[src/rtl/counter_sched.sv]
// counter_sched: round-robin scheduler that shares one external up-counter
// between two requesters. It grants one requester, clears the counter, enables
// it for exactly the latched burst length, and then pulses done for that requester.
`timescale 1ns/1ps

module counter_sched #(
    parameter int CNT_W = 4
) (
    input  logic             clk,
    input  logic             rst,
    input  logic [1:0]       req,
    input  logic [CNT_W-1:0] len0,
    input  logic [CNT_W-1:0] len1,
    input  logic [CNT_W-1:0] cnt_val,
    output logic [1:0]       gnt,
    output logic             cnt_clr,
    output logic             cnt_en,
    output logic [1:0]       done,
    output logic             busy
);

    typedef enum logic [1:0] {
        S_IDLE  = 2'd0,
        S_CLEAR = 2'd1,
        S_RUN   = 2'd2,
        S_DONE  = 2'd3
    } state_e;

    state_e           state_q, state_d;
    logic             sel_q, sel_d;      // index of the granted requester
    logic [CNT_W-1:0] len_q, len_d;      // burst length latched at grant
    logic             rr_q, rr_d;        // requester that wins a tie next
    logic [1:0]       gnt_q, gnt_d;
    logic [1:0]       done_q, done_d;
    logic             clr_q, clr_d;
    logic             busy_q, busy_d;

    // State register plus registered outputs; reset aborts any burst silently.
    always_ff @(posedge clk or negedge rst) begin
        // NOTE: non-blocking assignments so every register samples pre-edge values.
        if (!rst) begin
            state_q <= S_IDLE;
            sel_q   <= 1'b0;
            len_q   <= '0;
            rr_q    <= 1'b0;
            gnt_q   <= 2'b00;
            done_q  <= 2'b00;
            clr_q   <= 1'b0;
            busy_q  <= 1'b0;
        end else begin
            state_q <= state_d;
            sel_q   <= sel_d;
            len_q   <= len_d;
            rr_q    <= rr_d;
            gnt_q   <= gnt_d;
            done_q  <= done_d;
            clr_q   <= clr_d;
            busy_q  <= busy_d;
        end
    end

    // Next-state logic: arbitration in IDLE only, then clear, run, done.
    always_comb begin
        // NOTE: every variable gets a default first so no latch is inferred.
        state_d = state_q;
        sel_d   = sel_q;
        len_d   = len_q;
        rr_d    = rr_q;
        case (state_q)
            S_IDLE: begin
                if (req != 2'b00) begin
                    if (req == 2'b11) begin
                        sel_d = rr_q;
                    end else begin
                        sel_d = req[1];
                    end
                    len_d   = sel_d ? len1 : len0;
                    state_d = S_CLEAR;
                end
            end
            S_CLEAR: begin
                state_d = S_RUN;
            end
            S_RUN: begin
                // The counter stops at len_q, so equality marks the end of the burst.
                if (cnt_val == len_q) begin
                    state_d = S_DONE;
                end
            end
            S_DONE: begin
                rr_d    = ~sel_q;
                state_d = S_IDLE;
            end
            default: begin
                state_d = S_IDLE;
            end
        endcase
    end

    // Output decode from the next state, so registered outputs line up with it.
    always_comb begin
        gnt_d  = 2'b00;
        done_d = 2'b00;
        clr_d  = 1'b0;
        busy_d = (state_d != S_IDLE);
        if ((state_d == S_CLEAR) || (state_d == S_RUN)) begin
            gnt_d = sel_d ? 2'b10 : 2'b01;
        end
        if (state_d == S_CLEAR) begin
            clr_d = 1'b1;
        end
        if (state_d == S_DONE) begin
            done_d = sel_d ? 2'b10 : 2'b01;
        end
    end

    assign gnt     = gnt_q;
    assign cnt_clr = clr_q;
    assign done    = done_q;
    assign busy    = busy_q;

    // Enable is combinational so it drops in the same cycle the count reaches len_q.
    assign cnt_en  = (state_q == S_RUN) && (cnt_val != len_q);

    // Output invariants.
    a_gnt_onehot : assert property (@(posedge clk) disable iff (!rst) $onehot0(gnt));
    a_clr_vs_en  : assert property (@(posedge clk) disable iff (!rst) !(cnt_clr && cnt_en));
    a_done_vs_gnt: assert property (@(posedge clk) disable iff (!rst) !((|done) && (|gnt)));

endmodule

[config.mk]
export PLATFORM = sky130hd
export DESIGN_NAME = counter_sched
export DESIGN_NICKNAME = d
export VERILOG_FILES = /design/src/rtl/counter_sched.sv
export SDC_FILE = /design/constraint.sdc
export NUM_CORES = 1
export LEC_CHECK = 0
export BUFFER_PORTS_ARGS = -buffer_cell sky130_fd_sc_hd__buf_2
export CORE_MARGIN = 2
export CORE_UTILIZATION = 43
export CTS_CLUSTER_DIAMETER = 200
export DETAILED_ROUTE_END_ITERATION = 16
export PLACE_DENSITY_LB_ADDON = 0.05
export SETUP_SLACK_MARGIN = 0.2
export SYNTH_ARGS = -nofsm -noshare
export SYNTH_HDL_FRONTEND = slang
export SYNTH_SLANG_ARGS = --single-unit
export TNS_END_PERCENT = 1
[constraint.sdc]
create_clock -name clk -period 1.68 [get_ports clk]
set_clock_uncertainty 0.15 [all_clocks]
set_input_delay 0.084 -clock clk [delete_from_list [all_inputs] [get_ports clk]]
set_output_delay 0.084 -clock clk [all_outputs]
set_load 0.01 [all_outputs]
==> results of run 1 <==
-- layer usage --
layer	track usage	up-vias	wire length (um)
met5	0	-	0
met4	0.1176	0	65
met3	0.03200	6	66
met2	0.3246	17	986
met1	0.2231	289	719
li1	-	310	-
-- synthesized netlist by cell type, drive strengths merged --
master  instances
a211o           1
a211oi          1
a31oi           4
a32oi           1
and2            3
and2b           1
buf             1
dfrtp          14
ha              7
inv             9
mux2i           1
nand2           1
nand2b          1
nand3           4
nand4           1
nor2            8
nor4b           1
o21a            1
o21ai           4
xnor2           4
-- worst reg2reg max path: stages, from the launching register on --
cell and delay, ns:
sky130_fd_sc_hd__dfrtp_1 0.41, sky130_fd_sc_hd__xnor2_1 0.16, sky130_fd_sc_hd__nand4_1 0.17, sky130_fd_sc_hd__a211o_1 0.37, sky130_fd_sc_hd__ha_4 0.27, sky130_fd_sc_hd__inv_1 0.03
sky130_fd_sc_hd__nor2_1 0.09
-- power groups by stage --
| stage | Combinational [mW] | Clock (mW) | Sequential, mW |
|---|---|---|---|
| after detailed placement | 0.900 | 0 | 0.587 |
| after global placement | 0.883 | 0 | 0.580 |
| after CTS | 0.920 | 0.250 | 0.579 |
| after global routing | 1.23 | 0.262 | 0.605 |
| final | 1.08 | 0.242 | 0.588 |
| after floorplan | 0.548 | 0 | 0.616 |
-- what timing repair did --
item | 4_1_cts | 5_1_grt
resized for setup | 0 | 11
hold buffers | 10 | 0
setup buffers | 0 | 0
setup endpoints to repair | 7 | 13
hold endpoints to repair | 18 | 0
pin swaps | 3 | 4
-- sequential cells by signal, indices dropped and copies added (netlist names) --
| signal | count |
|---|---|
| gnt | 2 |
| cnt_clr | 1 |
| state_q | 2 |
| sel_q | 1 |
| done | 2 |
| busy | 1 |
| rr_q | 1 |
| len_q | 4 |
-- kinds of logic (layout without fill, tap and decap cells) --
group	after synthesis	count (layout)	synth area share
compound gates	12	12	0.1185
xor+xnor	4	4	0.04878
fa+ha+maj	7	7	0.1219
buf+inv	10	49	0.06271
flops	14	14	0.4878
mux	1	1	0.01394
simple gates	20	20	0.1464
-- per-stage QoR --
stage | TNS, ns | hold slack [ns] | area [um2] | power (mW) | cells
2_1_floorplan | 0 | -0.3616 | 737.0 | 1.163 | 68
3_3_place_gp | 0 | -0.1559 | 885.9 | 1.463 | 109
3_5_place_dp | -0.01235 | -0.1544 | 885.9 | 1.486 | 109
4_1_cts | -0.006606 | 0.03861 | 1022 | 1.749 | 123
5_1_grt | -0.3052 | 0.07218 | 1076 | 2.094 | 123
6_report | -0.09383 | 0.04520 | 1076 | 1.907 | 123
-- path summary, 6_finish.rpt --
path                               start  endpoint  slack, ns  cells after the start
worst max-delay path            len_q[1]    gnt[1]      -0.05                      6
worst min-delay path              req[1]     sel_q       0.05                      3
worst max register to register  len_q[1]    gnt[1]      -0.05                      6
worst min register to register     sel_q      rr_q       0.36                      1
max in group asynchronous            rst    gnt[0]       1.07                      2
min in group asynchronous            rst  len_q[1]       0.07                      2
-- final cells by class --
| class | count | area share |
|---|---|---|
| multi-input combinational | 44 | 0.3674 |
| sequential | 14 | 0.3256 |
| timing repair buffer | 36 | 0.2233 |
| clock buffer | 4 | 0.03372 |
| inverter | 9 | 0.03140 |
| tap | 16 | 0.01860 |
==> implementation parameters, run 1 <==
Parameter                              Value

Logic synthesis
  Number of unique standard cell types used by synthesis    20
  Synth Register Bits    14
  Cell type with the highest aggregate area in the netlist    sky130_fd_sc_hd__dfrtp_1
  Sequential area share after synthesis    0.4878
  Mean Syn Cell Area    10.56 um2
  Top cells by area, synth    sky130_fd_sc_hd__dfrtp_1 (49%), sky130_fd_sc_hd__ha_1 (12%), sky130_fd_sc_hd__xnor2_1 (4.9%)
  Synth warn    0
  Syn_nets    91
  Synth Instances    68
  Area of the mapped netlist    718.2 um2
  Fraction of post-synthesis cell area in the top cell type by area    0.4878

STA
  Total of endpoints with negative setup slack in the final report    2
  Part of the cycle the worst path needs    1.030
  Tightest Pin Transition    0.3233 ns
  Count of pins over their slew limit    0
  Worst-case headroom to the max-slew limit    0.7845
  Final period demand of the worst path    1.730 ns
  Worst-case setup margin in the final layout    -0.05017 ns
  Number of hold violations in the final report    0
  Maximum clock frequency    578.0 MHz
  Unrepaired setup endpoints after global routing    true

Power and ir drop
  Clk network pwr share    0.127
  Part of the total power dissipated in combinational logic    0.564
  Power per cell area    1772 nW/um2
  Share of total power in sequential cells    0.309
  Switching pwr    0.7341 mW
  Pleak    0.5202 nW
  Net switching share of the total power    0.3850
  Worst supply voltage drop on vdd    1.041 mV
  Internal power summed over all cells    1.173 mW

Setup path
  CP max FO    3
  Data arrival, critical path    1.79 ns
  Max incr delay on CP    0.41 ns
  Worst Path Required    1.74 ns
  Startpoint types    flop
  CP cell instances    xnor2_1, nand4_1, a211o_1, ha_4, inv_1, nor2_1
  Type of the setup path with the least slack    reg2reg
  Buffer and inverter count on the worst path    1
  Critical path's top delay family    flip-flops
  Slowest-stage cell, CP    sky130_fd_sc_hd__dfrtp_1
  Kind of capture point of the worst setup path    flop

Routing
  Total via count in the routed design    622
  Violation count after the first detailed-routing iteration    5
  Final routed DRC violation total    0
  Antenna viol nets, final    0
  Iteration count of the initial detailed-routing pass    4
  Routed wire length    1.838 mm
  Wirelength per Cell    14.94 um
  Detail-routed via count per cell    5.057

Layout
  Number of antenna cells inserted    0
  Area delta synth->final    49.83%
  Most frequent cells in the layout    sky130_fd_sc_hd__buf_2 (22), sky130_fd_sc_hd__dfrtp_1 (14), sky130_fd_sc_hd__dlygate4sd3_1 (10)
  Most common cell after layout, fill and taps aside    sky130_fd_sc_hd__buf_2
  Final-layout fill cell count    124
  Sequential cell area    350.3 um2
  Final core occ    0.6981
  Multi-input gate area in the final layout    395.4 um2
  Number of nets in the finished design    131
  Share of final-layout standard cells stronger than drive strength 1    0.4206

Die
  Die boundary width    44.87 um
  Die outline area    2013 um2
  Initial Util    0.4659
  Std-Cell Core Area    1541 um2
  # IOs    23
  Die extent in y    44.87 um
  Standard-cell rows    14

Global routing
  Vias in the first global route    597
  Number of antenna violations at the first check in global routing    0
  Total gr overflow    0
  Pin count of the biggest net entering global routing    15
  First-pass GRT wire length    2.642 mm
  Total routing usage reported by global routing    0.1908

Clock network
  Clock-pin slew on the worst setup and hold paths    0.09 ns
  Root buffer cell    sky130_fd_sc_hd__clkbuf_4
  H-tree levels    1
  Sinks on the clock net    14
  CTS buffer count    3
  Clock tree from TritonCTS    built
  Max clock buf depth    2
  Clock Latency Late Sink    0.28 ns

Place
  Half-perimeter wire length after placement    1.088 mm
  Global placer's final weighted congestion    0.7444
  Pre-CTS worst setup slack    -0.01235 ns
  Input/output buffers    22

Outcome
  Violated checks    negative setup slack
  Outcome    finished, violations left

Hold path
  Worst min path class    in2reg

Job
  Number of max-cap violations    0
Power figures use the tool's default switching activity.
==> run 2, diff against run 1 <==
- PLACE_DENSITY_LB_ADDON: 0.05 -> 0.15
==> run 2 against run 1 <==
Net effect: the run still ends with negative setup slack left; maximum frequency increased by 3.0%; critical path depth decreased by 1; clock-buffer cell count unchanged; sequential cell count unchanged; worst hold slack improved by 0.0027 ns; total power decreased by 10%; die area unchanged; critical endpoint is now gnt[0]; highest routed layer unchanged.
==> implementation parameters, run 2 (same netlist as run 1, synthesis figures left out) <==
Parameter                              Value

Outcome
  Outcome    finished, violations left
  Violated checks    negative setup slack

Setup path
  Origin of the critical flop-to-flop path    len_q[3]
  Kind of capture point of the worst setup path    flop
  Data arrival, critical path    1.70 ns
  Worst R2R Setup Slack    -0.0003 ns
  Worst r2r dst    gnt[0]
  Worst Path Required    1.70 ns
  CP max FO    3
  Number of cell instances on the worst register-to-register path    5
  Startpoint types    flop
  Type of the setup path with the least slack    reg2reg

Routing
  Routed wire length    1.400 mm
  Violation count after the first detailed-routing iteration    10
  Iteration count of the initial detailed-routing pass    4
  Wirelength per Cell    11.38 um
  Total via count in the routed design    598
  Antenna viol nets, final    0
  Detail-routed via count per cell    4.862
  Final routed DRC violation total    0

STA
  Part of the cycle the worst path needs    1.000
  Setup TNS    -0.0002753 ns
  Total of endpoints with negative setup slack in the final report    1
  Worst-case setup margin in the final layout    -0.0002753 ns
  Maximum clock frequency    595.1 MHz
  Unrepaired setup endpoints after global routing    true
  Tightest Pin Transition    0.3283 ns
  Number of hold violations in the final report    0
  Worst-case headroom to the max-slew limit    0.7798
  Final period demand of the worst path    1.680 ns
  Final hold slack    0.04792 ns
  Count of pins over their slew limit    0

Global routing
  Total routing usage reported by global routing    0.1693
  Vias in the first global route    619
  First-pass GRT wire length    2.456 mm
  Pin count of the biggest net entering global routing    15
  Number of antenna violations at the first check in global routing    0
  Total gr overflow    0

Layout
  Number of nets in the finished design    131
  Multi-input gate area in the final layout    352.8 um2
  Number of antenna cells inserted    0
  Most frequent cells in the layout    sky130_fd_sc_hd__buf_2 (22), sky130_fd_sc_hd__dfrtp_1 (14), sky130_fd_sc_hd__dlygate4sd3_1 (11)
  Reg with most FFs    len_q
  Share of final-layout standard cells stronger than drive strength 1    0.3551
  Final-layout fill cell count    127
  Area delta synth->final    44.25%
  Final design instance area without fill    1036 um2
  Number of flip-flops in the largest register    4
  Sequential cell area    350.3 um2
  Most common cell after layout, fill and taps aside    sky130_fd_sc_hd__buf_2
  Non-filler instance count after layout    123
  Final core occ    0.6721

Job
  Number of max-cap violations    0

Power and ir drop
  Internal power summed over all cells    1.075 mW
  Worst supply voltage drop on vdd    0.9477 mV
  Part of the total power dissipated in combinational logic    0.523
  Clk network pwr share    0.140
  Sum of internal, switching and leakage power    1.710 mW
  Switching pwr    0.6347 mW
  Pleak    0.5164 nW
  Power per cell area    1651 nW/um2
  Net switching share of the total power    0.3712
  Share of total power in sequential cells    0.337

Clock network
  Root buffer cell    sky130_fd_sc_hd__clkbuf_4
  Clock-pin slew on the worst setup and hold paths    0.09 ns
  Max clock buf depth    2
  CTS buffer count    3
  H-tree levels    1
  Number of setup buffers added after CTS    0
  Sinks on the clock net    14
  Clock tree from TritonCTS    built
  Clock Latency Late Sink    0.28 ns

Die
  Std-Cell Core Area    1541 um2
  Standard-cell rows    14
  Die outline area    2013 um2
  # IOs    23
  Die extent in y    44.87 um
  Die boundary width    44.87 um
  Initial Util    0.4659

Place
  Global placer's final weighted congestion    0.7941
  Input/output buffers    22
  Pre-CTS worst setup slack    -0.04532 ns
  Number of instances in the placed design    108
  Half-perimeter wire length after placement    1.002 mm
  DP Area    878.3 um2

Hold path
  Cells on Worst Hold Path    4
  Hold Crit Endpoint    sel_q
  Worst min path class    in2reg
  Hold wc startpoint    req[0]
-- run 2: how the worst max path moves through the flow --
stage,start,end,cells past startpoint
global placement,len_q[3],gnt[0],5
floorplan,state_q[0],gnt[0],6
global route,len_q[3],gnt[0],5
finish,len_q[3],gnt[0],5
detailed placement,len_q[3],gnt[0],5
CTS,len_q[3],gnt[0],5
-- run 2: per-layer routing --
metal	vias up	wire length, um	track usage
met3	4	63	0.02400
met1	272	640	0.1934
met5	-	0	0
met2	14	666	0.2928
met4	0	30	0.1118
li1	308	-	-
-- run 2: critical path, stage by stage, from the launching register on --
cell and delay, ns:
sky130_fd_sc_hd__dfrtp_1 0.41, sky130_fd_sc_hd__xnor2_2 0.14, sky130_fd_sc_hd__nand4_1 0.16, sky130_fd_sc_hd__a211o_1 0.29, sky130_fd_sc_hd__ha_1 0.28, sky130_fd_sc_hd__and2_1 0.13
-- run 2: timing repair --
item	CTS	global route
hold endpoints to repair	18	0
pin swaps	2	3
endpoints found under the setup margin	8	13
hold buffers	11	0
resized for setup	0	3
-- run 2: cell type report --
cell class                      instances  area share
Clock buffer                            4     0.03502
Inverter                                9     0.03261
Multi-Input combinational cell         44      0.3406
Sequential cell                        14      0.3382
Tap cell                               16     0.01932
Timing Repair Buffer                   36      0.2343
-- run 2: power groups by stage --
stage,clock (mW),sequential (mW),combinational [mW]
floorplan,0,0.616,0.548
global placement,0,0.574,0.856
detailed placement,0,0.580,0.867
CTS,0.250,0.572,0.890
global route,0.265,0.598,1.03
finish,0.240,0.576,0.895
